## src/rtl/if_pd_queue.sv

```systemverilog
// Purpose: DEPTH-entry fetch-to-predecode FIFO holding PC, PC+8, address error, delay-slot flag and predictor metadata.
// Latency: an entry pushed at edge N is visible on out_* after edge N (1 cycle min); no in-to-out bypass.
// Backpressure: in_ready = not full, independent of out_ready; refresh/bp_fail discard any same-cycle push or pop.
module if_pd_queue #(
    parameter int DEPTH  = 4,
    parameter int META_W = 40,
    parameter int CNT_W  = $clog2(DEPTH) + 1
) (
    input  logic              clk,
    input  logic              resetn,
    input  logic              refresh,
    input  logic              bp_fail,
    input  logic              in_valid,
    output logic              in_ready,
    input  logic [31:0]       in_pc,
    input  logic              in_addr_error,
    input  logic              in_is_branch,
    input  logic [META_W-1:0] in_meta,
    output logic              out_valid,
    input  logic              out_ready,
    output logic [31:0]       out_pc,
    output logic [31:0]       out_pc_8,
    output logic              out_addr_error,
    output logic              out_bd,
    output logic [META_W-1:0] out_meta,
    output logic              out_flushed,
    output logic [CNT_W-1:0]  count
);

    localparam int PTR_W = $clog2(DEPTH);

    // Entry storage; one slot per queue position, addressed by head/tail.
    logic [31:0]       pc_mem     [DEPTH];
    logic [31:0]       pc_8_mem   [DEPTH];
    logic [META_W-1:0] meta_mem   [DEPTH];
    logic [DEPTH-1:0]  aerr_mem;
    logic [DEPTH-1:0]  bd_mem;

    logic [PTR_W-1:0]  head;
    logic [PTR_W-1:0]  tail;
    logic [CNT_W-1:0]  count_q;
    logic              last_push_branch;
    logic              flushed_q;

    logic              flush;
    logic              push;
    logic              pop;

    // Handshake qualification: a flush cycle swallows both sides of the handshake.
    always_comb begin
        flush     = refresh | bp_fail;
        in_ready  = (count_q != CNT_W'(DEPTH));
        out_valid = (count_q != '0);
        push      = in_valid & in_ready & ~flush;
        pop       = out_valid & out_ready & ~flush;
    end

    // Payload write at the tail; PC+8 is precomputed here so PD gets it for free.
    // Storage is deliberately not cleared on flush, only on reset.
    always_ff @(posedge clk) begin
        if (!resetn) begin
            for (int i = 0; i < DEPTH; i++) begin
                pc_mem[i]   <= '0;
                pc_8_mem[i] <= '0;
                meta_mem[i] <= '0;
            end
            aerr_mem <= '0;
            bd_mem   <= '0;
        end else if (push) begin
            pc_mem[tail]   <= in_pc;
            pc_8_mem[tail] <= in_pc + 32'd8;
            meta_mem[tail] <= in_meta;
            aerr_mem[tail] <= in_addr_error;
            bd_mem[tail]   <= last_push_branch;
        end
    end

    // Delay-slot tracking: the entry that follows a branch in push order is its delay slot.
    // A flush breaks the sequence, so the next entry after a flush is never a delay slot.
    always_ff @(posedge clk) begin
        if (!resetn || flush) begin
            last_push_branch <= 1'b0;
        end else if (push) begin
            last_push_branch <= in_is_branch;
        end
    end

    // Tail pointer advances on each accepted push; wraps naturally (DEPTH is a power of two).
    always_ff @(posedge clk) begin
        if (!resetn || flush) begin
            tail <= '0;
        end else if (push) begin
            tail <= tail + PTR_W'(1);
        end
    end

    // Head pointer advances on each accepted pop.
    always_ff @(posedge clk) begin
        if (!resetn || flush) begin
            head <= '0;
        end else if (pop) begin
            head <= head + PTR_W'(1);
        end
    end

    // Occupancy: +1 on push, -1 on pop, unchanged when both or neither happen.
    always_ff @(posedge clk) begin
        if (!resetn || flush) begin
            count_q <= '0;
        end else begin
            case ({push, pop})
                2'b10:   count_q <= count_q + CNT_W'(1);
                2'b01:   count_q <= count_q - CNT_W'(1);
                default: count_q <= count_q;
            endcase
        end
    end

    // One-cycle echo of bp_fail for downstream stages; only reset overrides it.
    always_ff @(posedge clk) begin
        if (!resetn) begin
            flushed_q <= 1'b0;
        end else begin
            flushed_q <= bp_fail;
        end
    end

    // Head slot drives the payload outputs; stale when empty.
    always_comb begin
        out_pc         = pc_mem[head];
        out_pc_8       = pc_8_mem[head];
        out_meta       = meta_mem[head];
        out_addr_error = aerr_mem[head];
        out_bd         = bd_mem[head];
        out_flushed    = flushed_q;
        count          = count_q;
    end

endmodule

```

## config.mk

```make
export PLATFORM = sky130hd
export DESIGN_NAME = if_pd_queue
export DESIGN_NICKNAME = d
export VERILOG_FILES = /design/src/rtl/if_pd_queue.sv
export SDC_FILE = /design/constraint.sdc
export NUM_CORES = 1
export LEC_CHECK = 0
export ABC_CLOCK_PERIOD_IN_PS = 14200
export BUFFER_PORTS_ARGS = -buffer_cell sky130_fd_sc_hd__buf_2
export CORE_ASPECT_RATIO = 0.9
export CORE_MARGIN = 10
export CORE_UTILIZATION = 38
export CTS_CLUSTER_DIAMETER = 120
export DETAILED_ROUTE_END_ITERATION = 12
export PLACE_DENSITY_LB_ADDON = 0.12
export SYNTH_ARGS = -nofsm -noshare
export SYNTH_HDL_FRONTEND = slang
export SYNTH_SLANG_ARGS = --single-unit
```

## constraint.sdc

```tcl
create_clock -name clk -period 14.2 [get_ports clk]
set_input_delay 2.84 -clock clk [delete_from_list [all_inputs] [get_ports clk]]
set_output_delay 2.84 -clock clk [all_outputs]
set_load 0.02 [all_outputs]
```

# Word-level counts from Yosys, hierarchy flattened
# Memory sizes are Yosys's and may differ from the RTL's. A register that Yosys moved wholly into a read port is not among the register bits.
# Index checks and enable logic that the tools add are counted.
[op_classes]
reduce_logical = 8
n_mux = 28
bitwise_logic = 6
add_sub_neg = 5
eq_ne = 3
n_lt_le_gt_ge = 3
[op_table]
columns = ["operator", "n"]
rows = [
  ["$mux W32", 2],
  ["$reduce_or A32 Y1", 2],
  ["$mux W40", 1],
  ["$reduce_or A40 Y1", 1],
  ["$add A32 B4 Y32 const B", 1],
  ["$mux W2", 9],
  ["$mux W1", 10],
  ["$bwmux W4", 2],
  ["$lt A2 B3 Y1 const B", 2],
  ["$pmux W3 S2", 1],
  ["$add A2 B1 Y2 const B", 2],
  ["$and A1 B1 Y1", 4],
  ["$bmux W1 S2", 2],
  ["$add A3 B1 Y3 const B", 1],
  ["$ne A3 B3 Y1 const B", 1],
  ["$reduce_bool A3 Y1", 1],
  ["$sub A3 B1 Y3 const B", 1],
  ["$demux W1 S2", 1],
  ["$eq A2 B1 Y1 const B", 1],
  ["$eq A2 B2 Y1 const B", 1],
  ["$ge A2 B1 Y1 const B", 1],
  ["$reduce_bool A2 Y1", 1],
  ["$logic_and A1 B1 Y1", 1],
  ["$logic_not A1 Y1", 1],
  ["3 further kinds", 3],
]
[word_totals]
ram_bits = 416
wordCells = 63
memories = 3
ff_bits = 17
in_bits = 80
output_inout_bits = 112
[memory_table]
columns = ["name", "words", "word_bits", "rd", "rd_clocked_by_memory_dff", "wr", "line_no", "text"]
rows = [
  ["meta_mem", 4, 40, 1, 1, 4, "35", "logic [META_W-1:0] meta_mem [DEPTH];"],
  ["pc_8_mem", 4, 32, 1, 1, 4, "34", "logic [31:0] pc_8_mem [DEPTH];"],
  ["pc_mem", 4, 32, 1, 1, 4, "33", "logic [31:0] pc_mem [DEPTH];"],
]

# Depth between registers and ports, before layout
# Gate-level depths: netlist (run 1).
[logic_depth]
depth_word = 8
ltp_mapped = 10
mapped_depth_nobuf = 10

# Worst setup path after synthesis (run 1)
# OpenSTA, ideal clock, no wires.
[synth_path]
path_type = "input -> register"
from = "input bp_fail"
to = "memory meta_mem[3][0], enable pin"
path_buffers = 0
arrival_time_ps = 10676
setup_slack_ps = 2815
path_stages = 4
cell_sequence = "nor2_1 -> and3_1 -> inv_1 -> o31ai_1"
[synth_lines]
columns = ["item", "line_no", "text"]
rows = [
  ["start, declared", "12", "input logic bp_fail,"],
  ["end, declared", "35", ""],
]

==> run_results.csv, run 1 <==
group,metric,value,unit
worst_setup_path,required,14.40,ns
yosys,ys_warn_count,0,
cts,cts-htree-levels,2,
grt,grt_pass1_wl,73.2,mm
worst_hold_path,min_path_type,"register to register",
drt,wirelength,48.5,mm
yosys,synth-edff-count,404,
sta,max_slew_margin,27.2,%
worst_hold_path,min_from,"aerr_mem[0]",
drt,ant_nets,0,
final_layout,syn_to_final_growth,15.7,%
yosys,syn-num-nets,1362,
die,start_util,38.4,%
placed_design,gp_congestion,0.765,
worst_setup_path,arrival,6.85,ns
sta,rsz0062_at_grt,"no",
cts,clockRootBuffer,"clkbuf_16",
yosys,synth.cell_area,19400,µm²
cts,cts.sinks,423,
placed_design,placedCellCount,2061,
worst_setup_path,reg2reg_from,"count[0]",
grt,grt_antenna_before_repair,8,
cts,clock_path_buffers,3,
yosys,synthDistinctLibCells,43,
cts,clk_pin_slew,0.06,ns
sta,fin_crit_sh,46.8,%
placed_design,pre_cts_ws,6.89,ns
die,ioPinCount,192,
worst_hold_path,min_path_cells,2,
placed_design,port_buffers,191,
cts,clk_latency,0.59,ns
drt,vias,10900,
run,cap_violations,0,
power,ir_drop,0.0000801,V
drt,avgRoutedWirePerCell,22.5,µm
drt,firstDrtPassIters,5,
sta,finalHoldViolCount,0,
sta,post-route-min-period,6.65,ns
power,p_per_area,126,nW/µm²
final_layout,nets,1518,
yosys,ys_seq_elements,423,
worst_setup_path,crit_type,"input pin to register",
worst_setup_path,end_kind,"register",
sta,worst_clock_skew,0.0158,ns
worst_setup_path,r2r_end,"meta_mem[2][1]",
yosys,synth-seq-area-share,64.6,%
worst_setup_path,reg2reg_setup_slack,10.30,ns
cts,tritoncts,"done",
sta,tightestPinTransition,1.09,ns
grt,grt_use_total,16.0,%
die,core,50400,µm²
worst_setup_path,cp-start-kind,"input pin",
final_layout,layout.cells.non_filler,2155,
grt,grt_pass1_vias,11600,
final_layout,fill_cells,4528,
yosys,synthesis.instances,1275,
drt,via_per_inst,5.04,
die,rows,78,
worst_setup_path,r2r_cells,5,
worst_setup_path,path_max_fanout,54,
die,dieArea,60400,µm²
final_layout,regArea,12500,µm²
yosys,yosys_most_used_dff,"edfxtp_1",
die,chipHeight,234,µm
sta,fmaxAchievable,150,MHz
sta,maxSlewViolCount,0,
yosys,synth_area_per_cell,15.2,µm²
die,fp.dieW,258,µm
final_layout,multi_input_area,6210,µm²
cts,numCtsBuffers,48,
cts,post-cts-setup-buffers,0,
sta,layout_setup_ws,7.55,ns
yosys,ys_async_sr_fraction,0,%
cts,cts_resized,0,
sta,final-setup-viol-count,0,
outcome,status,"finished, final reports clean",
final_layout,layout-drive-gt1-share,27.7,%
grt,grt_max_degree,83,
power,p_leak,8.32,nW
worst_hold_path,min_to,"aerr_mem[0]",
drt,drc_errors,0,
drt,drt_iter0_markers,599,
sta,tns,0,ns
placed_design,dp_hpwl,29.0,mm
grt,grt_overflow,0,
cts,postCtsHoldBufs,0,
final_layout,fin_util,44.5,%
## routing by layer
metal | vias up | GRT usage (%) | routed length, µm
met5 | - | 0 | 50
met2 | 265 | 26.1 | 23100
met3 | 76 | 3.49 | 2900
met4 | 8 | 4.96 | 1080
li1 | 4999 | - | -
met1 | 5507 | 21.2 | 21300
## cell families after synthesis
group	after synthesis	synth area share [%]
AND/OR/NAND/NOR	504	15.2
AO/OA/AOI/OAI	24	0.679
XOR/XNOR	17	0.769
flip-flops	423	64.6
buffers and inverters	144	3.48
adder cells (fa/ha/maj)	7	0.491
multiplexers	156	14.8
## synthesized netlist by cell type, types with 16 or more instances
master    instances  area, µm²
a21oi_1          16       80.1
and2_1          247       1550
buf_2            21        105
clkbuf_1         39        146
clkbuf_2         19       95.1
dfxtp_1          19        380
edfxtp_1        404      12100
inv_1            47        176
mux2i_1          41        410
mux4_2          103       2320
nand2_1          65        244
nand4_1          16        100
nor2_1           85        319
or2b_1           21        158
## worst max-delay path, stage by stage
cell	delay [ns]
buf_2	0.34
or3b_1	0.69
nor3_4	0.27
nand3_1	0.79
nand2_4	1.09
buf_4	0.72
## where the power goes
part / leakage, nW / switching (W) / internal (W)
Sequential: 4.24 / 0.0000139 / 0.00142
Clock: 0.774 / 0.000498 / 0.000740
Combinational: 3.30 / 0.000107 / 0.0000490
Total: 8.32 / 0.000619 / 0.00221
## final cells by class
| class | instances | share of cell area (%) |
|---|---|---|
| Tap cell | 680 | 3.80 |
| Antenna cell | 8 | 0.0894 |
| Clock buffer | 63 | 6.05 |
| Timing Repair Buffer | 203 | 4.67 |
| Clock inverter | 23 | 0.956 |
| Inverter | 47 | 0.788 |
| Multi-Input combinational cell | 708 | 27.7 |
| Sequential cell | 423 | 55.9 |
## registers in the layout (all words and copies together), names as in the netlist, named ones only
register / cells
out_flushed: 1
pc_mem: 128
meta_mem: 160
count: 3
pc_8_mem: 116
bd_mem: 4
tail: 2
aerr_mem: 4
last_push_branch: 1
head: 2
## metrics by stage
| step | total power [W] | area (µm²) | hold WS, ns |
|---|---|---|---|
| detailed placement | 0.00162 | 20800 | 0.453 |
| CTS | 0.00287 | 22400 | 0.463 |
| finish | 0.00283 | 22400 | 0.462 |
| global route | 0.00292 | 22400 | 0.486 |
| global placement | 0.00162 | 20800 | 0.446 |
| floorplan | 0.00155 | 19400 | 0.434 |
## cell usage in the layout (no fill, tap or decap), types with 5 or more instances in the layout
cell type / Yosys / final
edfxtp_1: 404 / 404
and2_1: 247 / 247
buf_2: 21 / 191
mux4_2: 103 / 103
nor2_1: 85 / 85
nand2_1: 65 / 62
clkbuf_16: 0 / 50
inv_1: 47 / 47
mux2i_1: 41 / 41
or2b_1: 21 / 21
dfxtp_1: 19 / 17
nand4_1: 16 / 16
a21oi_1: 16 / 16
nand3_1: 14 / 14
nand2b_1: 14 / 14
mux2_2: 12 / 12
buf_4: 4 / 12
and3_1: 11 / 11
xor2_1: 11 / 11
clkinv_1: 0 / 10
diode_2: 0 / 8
clkbuf_1: 39 / 7
xnor2_1: 6 / 6
ha_1: 6 / 6
clkinv_2: 0 / 6
and4_1: 5 / 5
clkbuf_8: 0 / 5
## how the worst max path moves through the flow
stage                  start             end
global placement      resetn  meta_mem[2][5]
detailed placement    resetn  meta_mem[2][6]
finish                resetn  meta_mem[2][1]
global route        register    out_pc_8[29]
floorplan            bp_fail  meta_mem[3][0]
CTS                 register    out_pc_8[29]
Note: power is estimated with default switching activity, not from simulation.
==> inputs of run 2 (changes only) <==
--- a/config.mk
+++ b/config.mk
@@ -5,7 +5,7 @@
 export SDC_FILE = /design/constraint.sdc
 export NUM_CORES = 1
 export LEC_CHECK = 0
-export ABC_CLOCK_PERIOD_IN_PS = 14200
+export ABC_CLOCK_PERIOD_IN_PS = 6900
 export BUFFER_PORTS_ARGS = -buffer_cell sky130_fd_sc_hd__buf_2
 export CORE_ASPECT_RATIO = 0.9
 export CORE_MARGIN = 10
==> constraint.sdc (replaced) <==
create_clock -name clk -period 6.9 [get_ports clk]
set_input_delay 1.38 -clock clk [delete_from_list [all_inputs] [get_ports clk]]
set_output_delay 1.38 -clock clk [all_outputs]
set_load 0.02 [all_outputs]
==> run 2 against run 1 <==
Via count is 0.99% higher. Clock power increased by 100%. Critical path depth grew 2. Core utilization up 0.057 points. Flip-flop and latch count unchanged. Die area did not move. Hold slack worse by 0.0033 ns. Combinational power is 110% higher. Count of clock-buffer cells in the layout fell by 9. Cell count about the same. Critical path type unchanged. Critical endpoint is now meta_mem[2][6]. Largest power group unchanged. Highest routed layer unchanged.
==> run_results.csv, run 2 (synthesis results as in run 1) <==
group,metric,value,unit
outcome,status,"finished, final reports clean",
sta,post-route-min-period,4.56,ns
worst_hold_path,min_path_type,"register to register",
sta,final-setup-viol-count,0,
cts,cts.sinks,423,
final_layout,nets,1522,
sta,tightestPinTransition,1.08,ns
power,ir_drop,0.000150,V
cts,clockRootBuffer,"clkbuf_16",
drt,ant_nets,0,
worst_setup_path,r2r_cells,7,
grt,grt_pass1_wl,74.0,mm
drt,via_per_inst,5.09,
worst_hold_path,min_path_cells,2,
power,p_per_area,258,nW/µm²
sta,finalHoldViolCount,0,
drt,vias,11000,
grt,grt_overflow,0,
final_layout,final_common_cell,"edfxtp_1",
cts,numCtsBuffers,47,
die,chipHeight,234,µm
final_layout,top_regs,"meta_mem (160), pc_mem (128), pc_8_mem (116)",
placed_design,placed_area,20900,µm²
drt,avgRoutedWirePerCell,22.7,µm
die,core,50400,µm²
cts,clk_latency,0.58,ns
placed_design,gp_congestion,0.765,
die,dieArea,60400,µm²
final_layout,layout_common_cells,"edfxtp_1 (404), and2_1 (247), buf_2 (191), mux4_2 (103), nor2_1 (85)",
cts,clock_path_buffers,3,
grt,grt_use_total,16.1,%
grt,grt_util_met2,26.2,%
drt,drc_errors,0,
final_layout,largest_register_ffs,160,
worst_setup_path,crit_type,"input pin to register",
grt,grt_util_met1,21.9,%
placed_design,dp_hpwl,28.9,mm
worst_setup_path,path_max_fanout,72,
grt,grt_pass1_vias,11700,
sta,fin_crit_sh,66.0,%
final_layout,top_register,"meta_mem",
sta,layout_setup_ws,2.34,ns
die,fp.dieW,258,µm
die,start_util,38.4,%
cts,tritoncts,"done",
sta,max_slew_margin,28.2,%
drt,firstDrtPassIters,5,
placed_design,port_buffers,191,
worst_setup_path,reg2reg_setup_slack,3.64,ns
sta,fin_hold_ws,0.458,ns
die,rows,78,
worst_setup_path,end_kind,"register",
die,ioPinCount,192,
grt,grt_antenna_before_repair,11,
power,p_leak,8.33,nW
sta,maxSlewViolCount,0,
cts,post-cts-setup-buffers,0,
grt,use_met3,3.41,%
grt,busiest_layer,"met2",
cts,clk_pin_slew,0.06,ns
placed_design,placedCellCount,2066,
drt,drt_iter0_markers,844,
drt,wirelength,48.8,mm
final_layout,design_area,22400,µm²
cts,cts-htree-levels,2,
sta,tns,0,ns
grt,grt_max_degree,102,
final_layout,layout.cells.non_filler,2153,
worst_setup_path,cp-start-kind,"input pin",
final_layout,syn_to_final_growth,15.8,%
worst_setup_path,required,7.14,ns
run,cap_violations,0,
sta,fmaxAchievable,219,MHz
worst_setup_path,arrival,4.80,ns
placed_design,pre_cts_ws,1.63,ns
final_layout,layout-drive-gt1-share,28.1,%
sta,rsz0062_at_grt,"no",
cts,postCtsHoldBufs,0,
cts,cts_resized,0,
sta,worst_clock_skew,0.0185,ns
==> run 2: changes by cell type in the layout (fill, tap and decap cells not counted), sizes merged <==
cell,change
clkbuf,-9
clkinvlp,+2
inv,-2
buf,+5
diode,-5
clkinv,+6
bufinv,+1
==> run 2: critical path, stage by stage <==
cell and delay [ns]:
buf_2 0.33, or3b_1 0.68, nor3_4 0.23, buf_4 0.76
nand3_1 0.14, buf_4 0.26, nand2_4 0.55, buf_4 0.43
==> run 2: layout make-up <==
| cell class | instances | area [µm²] |
|---|---|---|
| fill | 4634 | 27900 |
| sequential | 423 | 12500 |
| multi-input combinational | 708 | 6210 |
| clock buffer | 54 | 1240 |
| timing repair buffer | 208 | 1130 |
| tap | 680 | 851 |
| clock inverter | 30 | 277 |
| inverter | 47 | 176 |
| antenna | 3 | 7.51 |
==> run 2: per-stage QoR <==
stage,total power [W],util [%]
floorplan,0.00319,-
global placement,0.00333,41.5
detailed placement,0.00334,41.5
CTS,0.00586,44.5
global route,0.00598,44.5
finish,0.00579,44.5
==> run 2: worst paths after layout <==
path               startpoint             end
hold / removal    aerr_mem[0]     aerr_mem[0]
setup reg to reg     count[0]  meta_mem[2][6]
hold reg to reg   aerr_mem[0]     aerr_mem[0]
setup / recovery       resetn  meta_mem[2][6]
==> run 2: layer usage <==
metal | routed length [µm] | vias up | part of all wire (%)
li1 | - | 5002 | -
met1 | 21900 | 5594 | 45
met2 | 23100 | 285 | 47
met3 | 2960 | 71 | 6.1
met4 | 823 | 10 | 1.7
met5 | 73 | - | 0.15
==> run 2: where the power goes <==
part           total [W]  switching (W)  internal, W
combinational   0.000327       0.000222     0.000105
clock            0.00251        0.00103      0.00148
sequential       0.00295      0.0000285      0.00292
==> inputs of run 3 (changes only) <==
--- a/config.mk
+++ b/config.mk
@@ -5,7 +5,7 @@
 export SDC_FILE = /design/constraint.sdc
 export NUM_CORES = 1
 export LEC_CHECK = 0
-export ABC_CLOCK_PERIOD_IN_PS = 6900
+export ABC_CLOCK_PERIOD_IN_PS = 4680
 export BUFFER_PORTS_ARGS = -buffer_cell sky130_fd_sc_hd__buf_2
 export CORE_ASPECT_RATIO = 0.9
 export CORE_MARGIN = 10
==> constraint.sdc (replaced) <==
create_clock -name clk -period 4.68 [get_ports clk]
set_input_delay 0.936 -clock clk [delete_from_list [all_inputs] [get_ports clk]]
set_output_delay 0.936 -clock clk [all_outputs]
set_load 0.02 [all_outputs]
==> run 3 against run 2 <==
Sequential power rose by 47%. Setup slack got worse by 1.3 ns. Register-to-register slack got worse by 1.9 ns. Sequential share of layout area fell by 0.13 points. Non-clock buffer count is 6 higher. Global-route usage rose by 0.31 points. Total power is 44% higher. Via count decreased by 0.18%. First-iteration DRC count decreased by 7.8%. Flip-flop and latch count is the same. Design area is 0.23% higher. Clock skew decreased by 0.0020 ns. Largest power group unchanged. Highest routed layer unchanged.
==> run_results.csv, run 3 (synthesis results as in run 1) <==
group,metric,value,unit
final_layout,layout_common_cells,"edfxtp_1 (404), and2_1 (247), buf_2 (191), mux4_2 (103), nor2_1 (85)",
cts,cts_resized,0,
cts,cts-htree-levels,2,
drt,wl_met3,2.76,mm
outcome,status,"finished, final reports clean",
die,core,50400,µm²
worst_setup_path,reg2reg_setup_slack,1.79,ns
grt,grt_antenna_before_repair,8,
sta,tightestPinTransition,0.950,ns
drt,drc_errors,0,
final_layout,layout-drive-gt1-share,27.7,%
worst_setup_path,reg2reg_from,"count[2]",
die,dieArea,60400,µm²
worst_setup_path,cp-start-kind,"register",
worst_setup_path,path_max_fanout,47,
die,start_util,38.4,%
power,ir_drop,0.000218,V
grt,grt_overflow,0,
sta,fmaxAchievable,277,MHz
final_layout,top_register,"meta_mem",
power,p_leak,8.34,nW
sta,finalHoldViolCount,0,
sta,rsz0062_at_grt,"no",
worst_setup_path,crit_type,"register to primary output",
die,ioPinCount,192,
power,total_power,0.00831,W
sta,fin_crit_sh,77.2,%
final_layout,syn_to_final_growth,16.1,%
worst_hold_path,min_to,"last_push_branch",
cts,numCtsBuffers,46,
sta,worst_clock_skew,0.0165,ns
worst_hold_path,min_path_cells,2,
sta,fin_hold_ws,0.463,ns
cts,clk_pin_slew,0.06,ns
sta,max_slew_margin,36.7,%
placed_design,port_buffers,191,
worst_setup_path,arrival,2.68,ns
final_layout,largest_register_ffs,160,
final_layout,final_common_cell,"edfxtp_1",
drt,wl_met1,22.4,mm
run,cap_violations,0,
die,fp.dieW,258,µm
grt,grt_use_total,16.5,%
cts,tritoncts,"done",
final_layout,fill_cells,4596,
sta,maxSlewViolCount,0,
drt,firstDrtPassIters,4,
worst_hold_path,min_path_type,"register to register",
cts,clk_latency,0.57,ns
drt,wirelength,49.8,mm
die,chipHeight,234,µm
placed_design,placed_area,21000,µm²
placed_design,dp_hpwl,29.6,mm
cts,cts.sinks,423,
final_layout,nets,1527,
grt,grt_pass1_vias,11700,
drt,via_per_inst,5.06,
drt,ant_nets,0,
final_layout,multi_input_area,6210,µm²
sta,post-route-min-period,3.61,ns
sta,layout_setup_ws,1.07,ns
grt,grt_pass1_wl,75.2,mm
worst_setup_path,required,3.74,ns
cts,clock_path_buffers,3,
final_layout,regArea,12500,µm²
drt,avgRoutedWirePerCell,23.0,µm
die,rows,78,
power,p_per_area,370,nW/µm²
sta,final-setup-viol-count,0,
drt,drt_iter0_markers,778,
final_layout,top_regs,"meta_mem (160), pc_mem (128), pc_8_mem (116)",
final_layout,design_area,22500,µm²
drt,dr_wl_met2,23.8,mm
cts,postCtsHoldBufs,0,
drt,vias,10900,
grt,grt_max_degree,102,
worst_hold_path,min_from,"last_push_branch",
drt,highest_layer,"met5",
worst_setup_path,end_kind,"primary output",
worst_setup_path,r2r_end,"count[2]",
cts,post-cts-setup-buffers,0,
placed_design,gp_congestion,0.761,
placed_design,pre_cts_ws,0.852,ns
cts,clockRootBuffer,"clkbuf_16",
worst_setup_path,r2r_cells,10,
sta,tns,0,ns
-- run 3: layout make-up --
class	instances	area share, %
flip-flops and latches	423	55.7
inverters	47	0.785
repair buffers	214	5.75
multi-input cells	708	27.6
clock buffers	56	5.38
clock inverters	28	0.891
diodes	5	0.0557
well taps	680	3.79
-- run 3: critical path, stage by stage, from the launching register on --
cell	delay, ns
dfxtp_4	0.79
buf_12	0.45
mux4_2	0.63
buf_2	0.19
-- run 3: layer usage --
metal,global-route usage [%],vias to the layer above
met4,4.02,8
met1,22.0,5609
met3,3.78,63
met2,26.9,260
li1,-,5002
met5,0,-
-- run 3: metrics by stage --
| stage | utilization (%) | instances |
|---|---|---|
| CTS | 44.6 | 2156 |
| global route | 44.6 | 2159 |
| floorplan | - | 1275 |
| finish | 44.6 | 2161 |
| detailed placement | 41.8 | 2072 |
| global placement | 41.8 | 2072 |
-- run 3: worst max path at each step --
stage	from	endpoint	slack [ns]	cells past startpoint
after floorplan	bp_fail	meta_mem[3][0]	0.30	4
after global placement	resetn	pc_8_mem[2][22]	0.88	7
after detailed placement	resetn	meta_mem[2][20]	0.85	7
after CTS	register	out_pc_8[29]	0.94	3
after global routing	register	out_pc_8[29]	0.88	3
final	register	out_pc_8[29]	1.07	3
-- run 3: power breakdown --
group	total, W	internal (W)	switching (W)
Clock	0.00347	0.00200	0.00148
Combinational	0.000495	0.000162	0.000333
Sequential	0.00435	0.00430	0.0000430
Total	0.00831	0.00646	0.00185
